--- src/rtl/seq_gen_pkg.sv ---
// Shared constants and state encoding for the serial pattern generator.
package seq_gen_pkg;

  localparam int unsigned PAT_W_DEF = 4;
  localparam int unsigned CNT_W_DEF = 8;
  localparam int unsigned GAP_W_DEF = 4;

  localparam logic [1:0] S_IDLE  = 2'd0;
  localparam logic [1:0] S_SHIFT = 2'd1;
  localparam logic [1:0] S_GAP   = 2'd2;
  localparam logic [1:0] S_FIN   = 2'd3;

  typedef enum logic [1:0] {
    StIdle  = S_IDLE,
    StShift = S_SHIFT,
    StGap   = S_GAP,
    StFin   = S_FIN
  } state_e;

endpackage

--- src/rtl/piso_shift_reg.sv ---
// Parallel-in serial-out shift register, MSB first; zeros fill from the LSB side.
module piso_shift_reg #(
  parameter int unsigned PAT_W = 4
) (
  input  logic             clk,
  input  logic             reset,
  input  logic             clr,
  input  logic             load,
  input  logic             shift_en,
  input  logic [PAT_W-1:0] load_data,
  output logic             serial_out
);

  logic [PAT_W-1:0] sr_q;

  always_ff @(posedge clk) begin
    if (!reset) begin
      sr_q <= '0;
    end else if (clr) begin
      sr_q <= '0;
    end else if (load) begin
      sr_q <= load_data;
    end else if (shift_en) begin
      sr_q <= {sr_q[PAT_W-2:0], 1'b0};
    end
  end

  assign serial_out = sr_q[PAT_W-1];

endmodule

--- src/rtl/sequence_generator.sv ---
// Serial pattern transmitter: sends a captured pattern MSB-first, repeat_n times,
// separated by gap idle-0 bits, then pulses done.
module sequence_generator
  import seq_gen_pkg::*;
#(
  parameter int unsigned PAT_W = PAT_W_DEF,
  parameter int unsigned CNT_W = CNT_W_DEF,
  parameter int unsigned GAP_W = GAP_W_DEF
) (
  input  logic             clk,
  input  logic             reset,
  input  logic             start,
  input  logic             abort,
  input  logic [PAT_W-1:0] pattern,
  input  logic [CNT_W-1:0] repeat_n,
  input  logic [GAP_W-1:0] gap,
  output logic             x_out,
  output logic             x_valid,
  output logic             busy,
  output logic             done
);

  localparam int unsigned BIT_W = $clog2(PAT_W);
  localparam logic [BIT_W-1:0] LAST_BIT = BIT_W'(PAT_W - 1);

  state_e           state_q, state_d;
  logic [BIT_W-1:0] bit_cnt_q, bit_cnt_d;
  logic [CNT_W-1:0] rep_cnt_q, rep_cnt_d;
  logic [GAP_W-1:0] gap_cnt_q, gap_cnt_d;
  logic [GAP_W-1:0] gap_len_q, gap_len_d;
  logic [PAT_W-1:0] pat_q, pat_d;
  logic             x_valid_q, x_valid_d;
  logic             busy_q, busy_d;
  logic             done_q, done_d;
  logic             sr_clr, sr_load, sr_shift;
  logic [PAT_W-1:0] sr_data;

  always_comb begin
    state_d   = state_q;
    bit_cnt_d = bit_cnt_q;
    rep_cnt_d = rep_cnt_q;
    gap_cnt_d = gap_cnt_q;
    gap_len_d = gap_len_q;
    pat_d     = pat_q;
    sr_clr    = 1'b0;
    sr_load   = 1'b0;
    sr_shift  = 1'b0;
    sr_data   = pat_q;

    unique case (state_q)
      StIdle: begin
        if (start) begin
          pat_d     = pattern;
          gap_len_d = gap;
          rep_cnt_d = (repeat_n == '0) ? CNT_W'(1) : repeat_n;
          bit_cnt_d = '0;
          sr_load   = 1'b1;
          sr_data   = pattern;
          state_d   = StShift;
        end
      end
      StShift: begin
        if (abort) begin
          sr_clr  = 1'b1;
          state_d = StIdle;
        end else if (bit_cnt_q != LAST_BIT) begin
          bit_cnt_d = bit_cnt_q + 1'b1;
          sr_shift  = 1'b1;
        end else begin
          bit_cnt_d = '0;
          if (rep_cnt_q != '0) rep_cnt_d = rep_cnt_q - 1'b1;
          // Shifting out the last bit leaves the register all-zero, so x_out idles low.
          if (rep_cnt_q <= CNT_W'(1)) begin
            sr_shift = 1'b1;
            state_d  = StFin;
          end else if (gap_len_q == '0) begin
            sr_load = 1'b1;
          end else begin
            sr_shift  = 1'b1;
            gap_cnt_d = gap_len_q;
            state_d   = StGap;
          end
        end
      end
      StGap: begin
        if (abort) begin
          sr_clr  = 1'b1;
          state_d = StIdle;
        end else if (gap_cnt_q <= GAP_W'(1)) begin
          gap_cnt_d = '0;
          sr_load   = 1'b1;
          state_d   = StShift;
        end else begin
          gap_cnt_d = gap_cnt_q - 1'b1;
        end
      end
      StFin: begin
        state_d = StIdle;
      end
      default: begin
        state_d = StIdle;
      end
    endcase

    x_valid_d = (state_d == StShift);
    busy_d    = (state_d != StIdle);
    done_d    = (state_d == StFin);
  end

  always_ff @(posedge clk) begin
    if (!reset) begin
      state_q   <= StIdle;
      bit_cnt_q <= '0;
      rep_cnt_q <= '0;
      gap_cnt_q <= '0;
      gap_len_q <= '0;
      pat_q     <= '0;
      x_valid_q <= 1'b0;
      busy_q    <= 1'b0;
      done_q    <= 1'b0;
    end else begin
      state_q   <= state_d;
      bit_cnt_q <= bit_cnt_d;
      rep_cnt_q <= rep_cnt_d;
      gap_cnt_q <= gap_cnt_d;
      gap_len_q <= gap_len_d;
      pat_q     <= pat_d;
      x_valid_q <= x_valid_d;
      busy_q    <= busy_d;
      done_q    <= done_d;
    end
  end

  piso_shift_reg #(
    .PAT_W(PAT_W)
  ) u_piso (
    .clk       (clk),
    .reset     (reset),
    .clr       (sr_clr),
    .load      (sr_load),
    .shift_en  (sr_shift),
    .load_data (sr_data),
    .serial_out(x_out)
  );

  assign x_valid = x_valid_q;
  assign busy    = busy_q;
  assign done    = done_q;

endmodule

--- config.mk ---
export PLATFORM = sky130hd
export DESIGN_NAME = sequence_generator
export DESIGN_NICKNAME = d
export VERILOG_FILES = /design/src/rtl/seq_gen_pkg.sv /design/src/rtl/piso_shift_reg.sv /design/src/rtl/sequence_generator.sv
export SDC_FILE = /design/constraint.sdc
export NUM_CORES = 1
export LEC_CHECK = 0
export BUFFER_PORTS_ARGS = -buffer_cell sky130_fd_sc_hd__buf_2
export CORE_ASPECT_RATIO = 0.75
export CORE_MARGIN = 2
export CORE_UTILIZATION = 40
export CTS_CLUSTER_SIZE = 28
export DETAILED_ROUTE_END_ITERATION = 10
export GPL_TIMING_DRIVEN = 1
export SLEW_MARGIN = 20
export SYNTH_ARGS = -nofsm -noshare
export SYNTH_HDL_FRONTEND = slang
export SYNTH_SLANG_ARGS = --single-unit
export TNS_END_PERCENT = 20
--- constraint.sdc ---
create_clock -name clk -period 1.95 [get_ports clk]
set_clock_uncertainty 0.15 [all_clocks]
set_input_delay 0.2925 -clock clk [delete_from_list [all_inputs] [get_ports clk]]
set_output_delay 0.2925 -clock clk [all_outputs]
set_load 0.01 [all_outputs]
==> results of run 1 <==
==> how the worst max path moves through the flow <==
stage                           endpoint          from  cells after the start  slack, ns
after floorplan             gap_cnt_q[2]  rep_cnt_q[0]                      7     0.0006
after global placement      rep_cnt_q[1]  rep_cnt_q[7]                      5       -0.1
after detailed placement  u_piso.sr_q[3]  rep_cnt_q[0]                      7      -0.11
after CTS                   gap_cnt_q[0]  rep_cnt_q[0]                      8      -0.04
after global routing        rep_cnt_q[6]  rep_cnt_q[1]                      8      -0.13
final                     u_piso.sr_q[1]  rep_cnt_q[2]                      5       0.05
==> through the flow <==
step                      power, W  utilization
after floorplan           0.001029            -
after global placement    0.001216       0.5232
after detailed placement  0.001215       0.5232
after CTS                 0.001741       0.5488
after global routing      0.001894       0.5702
final                     0.001786       0.5702
==> kinds of logic (layout without fill, tap and decap cells) <==
family / Yosys count / in the layout
xor gates and xnor gates: 1 / 1
AOI/OAI and AO/OA: 63 / 64
muxes: 8 / 8
DFF: 31 / 31
buffers and inverters: 26 / 85
adders and majority gates: 10 / 10
and+or+nand+nor: 77 / 77
==> layer usage <==
metal	global-route usage	vias up
li1	-	891
met1	0.2694	777
met2	0.2538	24
met3	0.04985	5
met4	0.05811	0
met5	0	-
==> Yosys cell counts, drive strengths merged, types with 2 or more instances <==
master,n,share of area
mux2i,5,0.028
a21oi,20,0.059
clkbuf,5,0.011
nor2b,6,0.021
o21ai,11,0.033
nor3,9,0.025
o22ai,4,0.014
a31oi,3,0.011
inv,17,0.036
ha,10,0.071
or3,3,0.011
o31ai,2,0.016
nand2,22,0.047
mux2,3,0.019
a211oi,3,0.013
a311oi,2,0.0099
dfxtp,31,0.35
o21a,4,0.017
buf,3,0.013
nor2,15,0.032
o32ai,3,0.019
and2,2,0.0071
nor4,5,0.026
nand2b,6,0.021
nand3,3,0.0085
o211ai,2,0.0085
==> sequential cells by signal, indices dropped and copies added (netlist names) <==
register,cells
rep_cnt_q,8
gap_cnt_q,4
gap_len_q,4
pat_q,4
u_piso.sr_q,4
bit_cnt_q,2
state_q,2
busy,1
done,1
x_valid,1
==> tightest hold or removal path: cells and delay by family <==
family                 cells  cell delay (ns)
AO/OA/AOI/OAI              1             0.05
buffers and inverters      1             0.09
AND/OR/NAND/NOR            1             0.04
==> power breakdown <==
part | internal [W] | total, W | switching (W)
combinational | 0.000275 | 0.000567 | 0.000292
clock | 0.000248 | 0.000510 | 0.000262
sequential | 0.000681 | 0.000709 | 0.0000279
==> final cells by class <==
type,count,share of cell area
timing repair buffer,59,0.1643
inverter,18,0.02853
tap,55,0.02905
clock buffer,5,0.02905
sequential,31,0.2636
multi-input combinational,160,0.4770
clock inverter,3,0.008452
==> timing repair <==
action,CTS,global route
setup buffers,0,2
gates cloned,0,1
pin swaps,0,6
resized for setup,4,19
endpoints found under the setup margin,11,15
hold endpoints to repair,0,0
==> flow_summary.ini, run 1 <==
[cts]
clock_sinks = 31
clk_latency_ns = 0.29
cts_buffer_depth = 2
numCtsBuffers = 5
cts_tree = yes
cts_root_buffer = clkbuf_8
htreeDepth = 2
path_clk_slew_ns = 0.08
ctsHoldBuffers = 0

[layout]
fill_cells = 416
multi_input_area_um2 = 1130
mostFrequentLayoutCell = buf_4
drive_above_1_share = 0.3370
diodes = 0
areaGrowthSynthToFinish_pct = 33.50
layout_common_cells = 35 x buf_4, 28 x dfxtp_1, 23 x buf_2
regArea_um2 = 624.3
layout.cells.non_filler = 331
nets = 305
final_area_um2 = 2369

[sta]
slew_violations = 0
fmax_ghz = 0.5255
min_period_over_period = 0.9758
hold_ws_ns = 0.08905
slew_headroom = 0.7249
timing.final.ws_setup_ns = 0.04710
hold_violations = 0
finalCriticalPeriod_ns = 1.903
setup_violations = 0
rsz0062_at_grt = true
tightest_slew_ns = 0.4114
finalSetupTns_ns = 0

[detailed_routing]
wl_met1_um = 2344
highest_layer = met4
viasPerCell = 5.127
drt-initial-drc-count = 87
drc = 0
wl_met3_um = 183
wl_met2_um = 1786
ant_nets = 0
wl_per_cell_um = 13.15
drt-pass1-iter-count = 4
route.vias.total = 1697
drt_wl_total_um = 4354

[logic_synthesis]
synthCells = 216
synth-main-ff-cell = dfxtp_1
synthDistinctLibCells = 50
synth_mux_area_frac = 0.04725
async_flop_share = 0
synth-seq-cells = 31
synth_area_um2 = 1774
synth-compound-area-share = 0.2419
syn_nets = 246
synthSimpleGateAreaFrac = 0.2236
synth_seq_area_share = 0.3498
synth_top_family_by_area = compound AO/OA/AOI/OAI gates
ys_warn_count = 0
synth_fa_ha_area_frac = 0.07052
avgSynthCellArea_um2 = 8.214
synth_xor_area_frac = 0.004937
synth-edff-count = 0

[worst_setup_path]
ff2ff_path_depth = 5
cp_cell_sequence = or3_4 -> o31ai_4 -> o21ai_2 -> mux2_1 -> o21a_1
crit_family = compound AO/OA/AOI/OAI gates
rr_startpoint = rep_cnt_q[2]
crit_arrival_ns = 1.94
crit_buf_inv = 0
crit_type = flip-flop to flip-flop
cp_data_required_time_ns = 1.98
slowest_stage = or3_4
ff2ff_setup_slack_ns = 0.05
critPathMaxStageDelay_ns = 0.42
r2r_end = u_piso.sr_q[1]
crit_fanout = 5
start_kind = flip-flop
end_kind = flip-flop

[run_status]
status = completed

[grt]
grt_pass1_vias = 1504
gr-total-overflow = 0
antenna_found_initial = 0
track_usage = 0.1818
grt_pass1_wl_um = 6824
grt_max_degree = 16

[min_path]
hold_path_end = gap_len_q[2]
min_path_cells = 3
min_from = gap[2]
hp-class = input port to flip-flop

[place]
post-dp-hpwl_um = 3204
gp_congestion = 0.8122
placedCellCount = 320
place_ws_ns = -0.1117
postPlaceCellArea_um2 = 2173
port_buffers = 23

[floorplan]
start_util = 0.4271
die_area_um2 = 4990
die-width_um = 80.90
die_height_um = 61.68
coreArea_um2 = 4154
num_io_pins = 24
num_rows = 20

[pwr]
vdd_drop_max_mv = 0.4457
power_density_nw_per_um2 = 754.1
p_leak_nw = 1.003

[run]
cap_violations = 0
No activity file was read; power rests on OpenSTA's default activity.
==> run 2: changes to the inputs <==
--- a/config.mk
+++ b/config.mk
@@ -8,10 +8,11 @@
 export BUFFER_PORTS_ARGS = -buffer_cell sky130_fd_sc_hd__buf_2
 export CORE_ASPECT_RATIO = 0.75
 export CORE_MARGIN = 2
-export CORE_UTILIZATION = 40
+export CORE_UTILIZATION = 51
 export CTS_CLUSTER_SIZE = 28
 export DETAILED_ROUTE_END_ITERATION = 10
 export GPL_TIMING_DRIVEN = 1
+export PLACE_DENSITY = 0.75
 export SLEW_MARGIN = 20
 export SYNTH_ARGS = -nofsm -noshare
 export SYNTH_HDL_FRONTEND = slang
==> run 2 against run 1 <==
  * The flow now finishes with violations (negative setup slack)
  * First-iteration DRC count is 18% higher
  * Hold slack got worse by 0.0089 ns
  * Utilization rose by 13 points
  * Non-clock buffer count fell by 6
  * Critical endpoint unchanged
  * Largest cell class unchanged
  * Highest routed layer unchanged
==> flow_summary.ini, run 2 (synthesized netlist as in run 1, its figures left out) <==
[grt]
gr-total-overflow = 0
grt_pass1_wl_um = 6831
grt_pass1_vias = 1536
antenna_found_initial = 0
track_usage = 0.2284
grt_max_degree = 16

[worst_setup_path]
critPathMaxStageDelay_ns = 0.35
start_kind = flip-flop
slowest_stage = dfxtp_2
cp_data_required_time_ns = 1.99
crit_buf_inv = 1
crit_type = flip-flop to flip-flop
crit_family = compound AO/OA/AOI/OAI gates
end_kind = flip-flop
crit_fanout = 4
cp_cell_sequence = inv_1 -> ha_1 -> nor2_4 -> o31ai_4 -> o21ai_2 -> mux2_1 -> o21a_1
crit_arrival_ns = 2.01
ff2ff_setup_slack_ns = -0.01

[detailed_routing]
drt-pass1-iter-count = 4
wl_per_cell_um = 13.98
route.vias.total = 1743
ant_nets = 0
drt-initial-drc-count = 103
viasPerCell = 5.641
drc = 0
drt_wl_total_um = 4320

[run_status]
failed_checks = negative setup slack
status = finished, violations left

[sta]
tightest_slew_ns = 0.3742
hold_ws_ns = 0.08011
min_period_over_period = 1.007
fmax_ghz = 0.5094
slew_headroom = 0.7486
hold_violations = 0
setup_violations = 2
rsz0062_at_grt = true
timing.final.ws_setup_ns = -0.01292
slew_violations = 0
finalCriticalPeriod_ns = 1.963

[pwr]
vdd_drop_max_mv = 0.5970
power_density_nw_per_um2 = 820.6
p_leak_nw = 0.9943

[cts]
clk_latency_ns = 0.30
htreeDepth = 2
cts_buffer_depth = 2
numCtsBuffers = 5
cts_tree = yes
clock_sinks = 31
path_clk_slew_ns = 0.07
cts_root_buffer = clkbuf_8
ctsHoldBuffers = 0

[floorplan]
coreArea_um2 = 3311
die_area_um2 = 3972
num_io_pins = 24
num_rows = 18
start_util = 0.5359
die-width_um = 72.11
die_height_um = 55.08

[layout]
diodes = 0
mostFrequentLayoutCell = buf_4
areaGrowthSynthToFinish_pct = 30.54
nets = 298
drive_above_1_share = 0.3086
layout_common_cells = 29 x buf_4, 27 x dfxtp_1, 23 x buf_2
final_area_um2 = 2316
fill_cells = 265
top_register = rep_cnt_q
largest_reg_flops = 8

[place]
port_buffers = 23
postPlaceCellArea_um2 = 2130
gp_congestion = 0.8597
post-dp-hpwl_um = 3077

[run]
cap_violations = 0

[min_path]
hp-class = input port to flip-flop
-- run 2: changes by cell type in the layout (fill, tap and decap cells not counted), moves of 2 or more --
cell	before	now
a211oi_1	1	3
a211oi_2	2	0
buf_4	35	29
clkinvlp_4	2	0
-- run 2: final timing paths --
kind / startpoint / end / cells after the start
worst max register to register: rep_cnt_q[1] / u_piso.sr_q[1] / 7
worst max-delay path: rep_cnt_q[1] / u_piso.sr_q[1] / 7
worst min-delay path: gap[0] / gap_len_q[0] / 3
worst min register to register: bit_cnt_q[1] / bit_cnt_q[1] / 2
-- run 2: final cells by class --
type | instances | area, um2 | share of cell area
clock buffers | 5 | 68.82 | 0.02971
flip-flops and latches | 31 | 625.6 | 0.2701
multi-input cells | 159 | 1107 | 0.4781
repair buffers | 53 | 352.8 | 0.1523
inverters | 18 | 67.56 | 0.02917
clock inverters | 3 | 43.79 | 0.01891
well taps | 40 | 50.05 | 0.02161
-- run 2: repair_timing --
item / CTS / global route
pin swaps: 0 / 2
setup buffers: 0 / 1
gates cloned: 0 / 0
setup endpoints to repair: 6 / 15
gates resized for setup: 2 / 16
hold endpoints to repair: 0 / 0
-- run 2: stage by stage --
stage	TNS, ns	util	setup slack, ns	total power, W	instances
6_report	-0.01966	0.6995	-0.01292	0.001900	309
3_5_place_dp	-0.5100	0.6432	-0.1467	0.001207	300
3_3_place_gp	-0.1196	0.6432	-0.04354	0.001201	300
5_1_grt	-0.4718	0.6995	-0.08794	0.001991	309
2_1_floorplan	0	-	0.0005547	0.001029	216
4_1_cts	-0.06446	0.6791	-0.02259	0.001850	308
-- run 2: worst reg2reg max path, stage by stage, from the launching register on --
cell,delay [ns]
dfxtp_2,0.35
inv_1,0.07
ha_1,0.22
nor2_4,0.18
o31ai_4,0.11
o21ai_2,0.28
mux2_1,0.35
o21a_1,0.16
-- run 2: report_power, final --
part           internal, W  switching (W)  total, W
registers         0.000681      0.0000289  0.000710
logic             0.000259       0.000285  0.000544
clock network     0.000380       0.000267  0.000647
total              0.00132       0.000580   0.00190
-- run 2: metal layers --
layer	part of all wire	GRT usage	wire length, um
met1	0.49	0.3089	2097
met2	0.45	0.3578	1949
met3	0.044	0.04891	189
met4	0.019	0.09434	84
met5	0	0	0
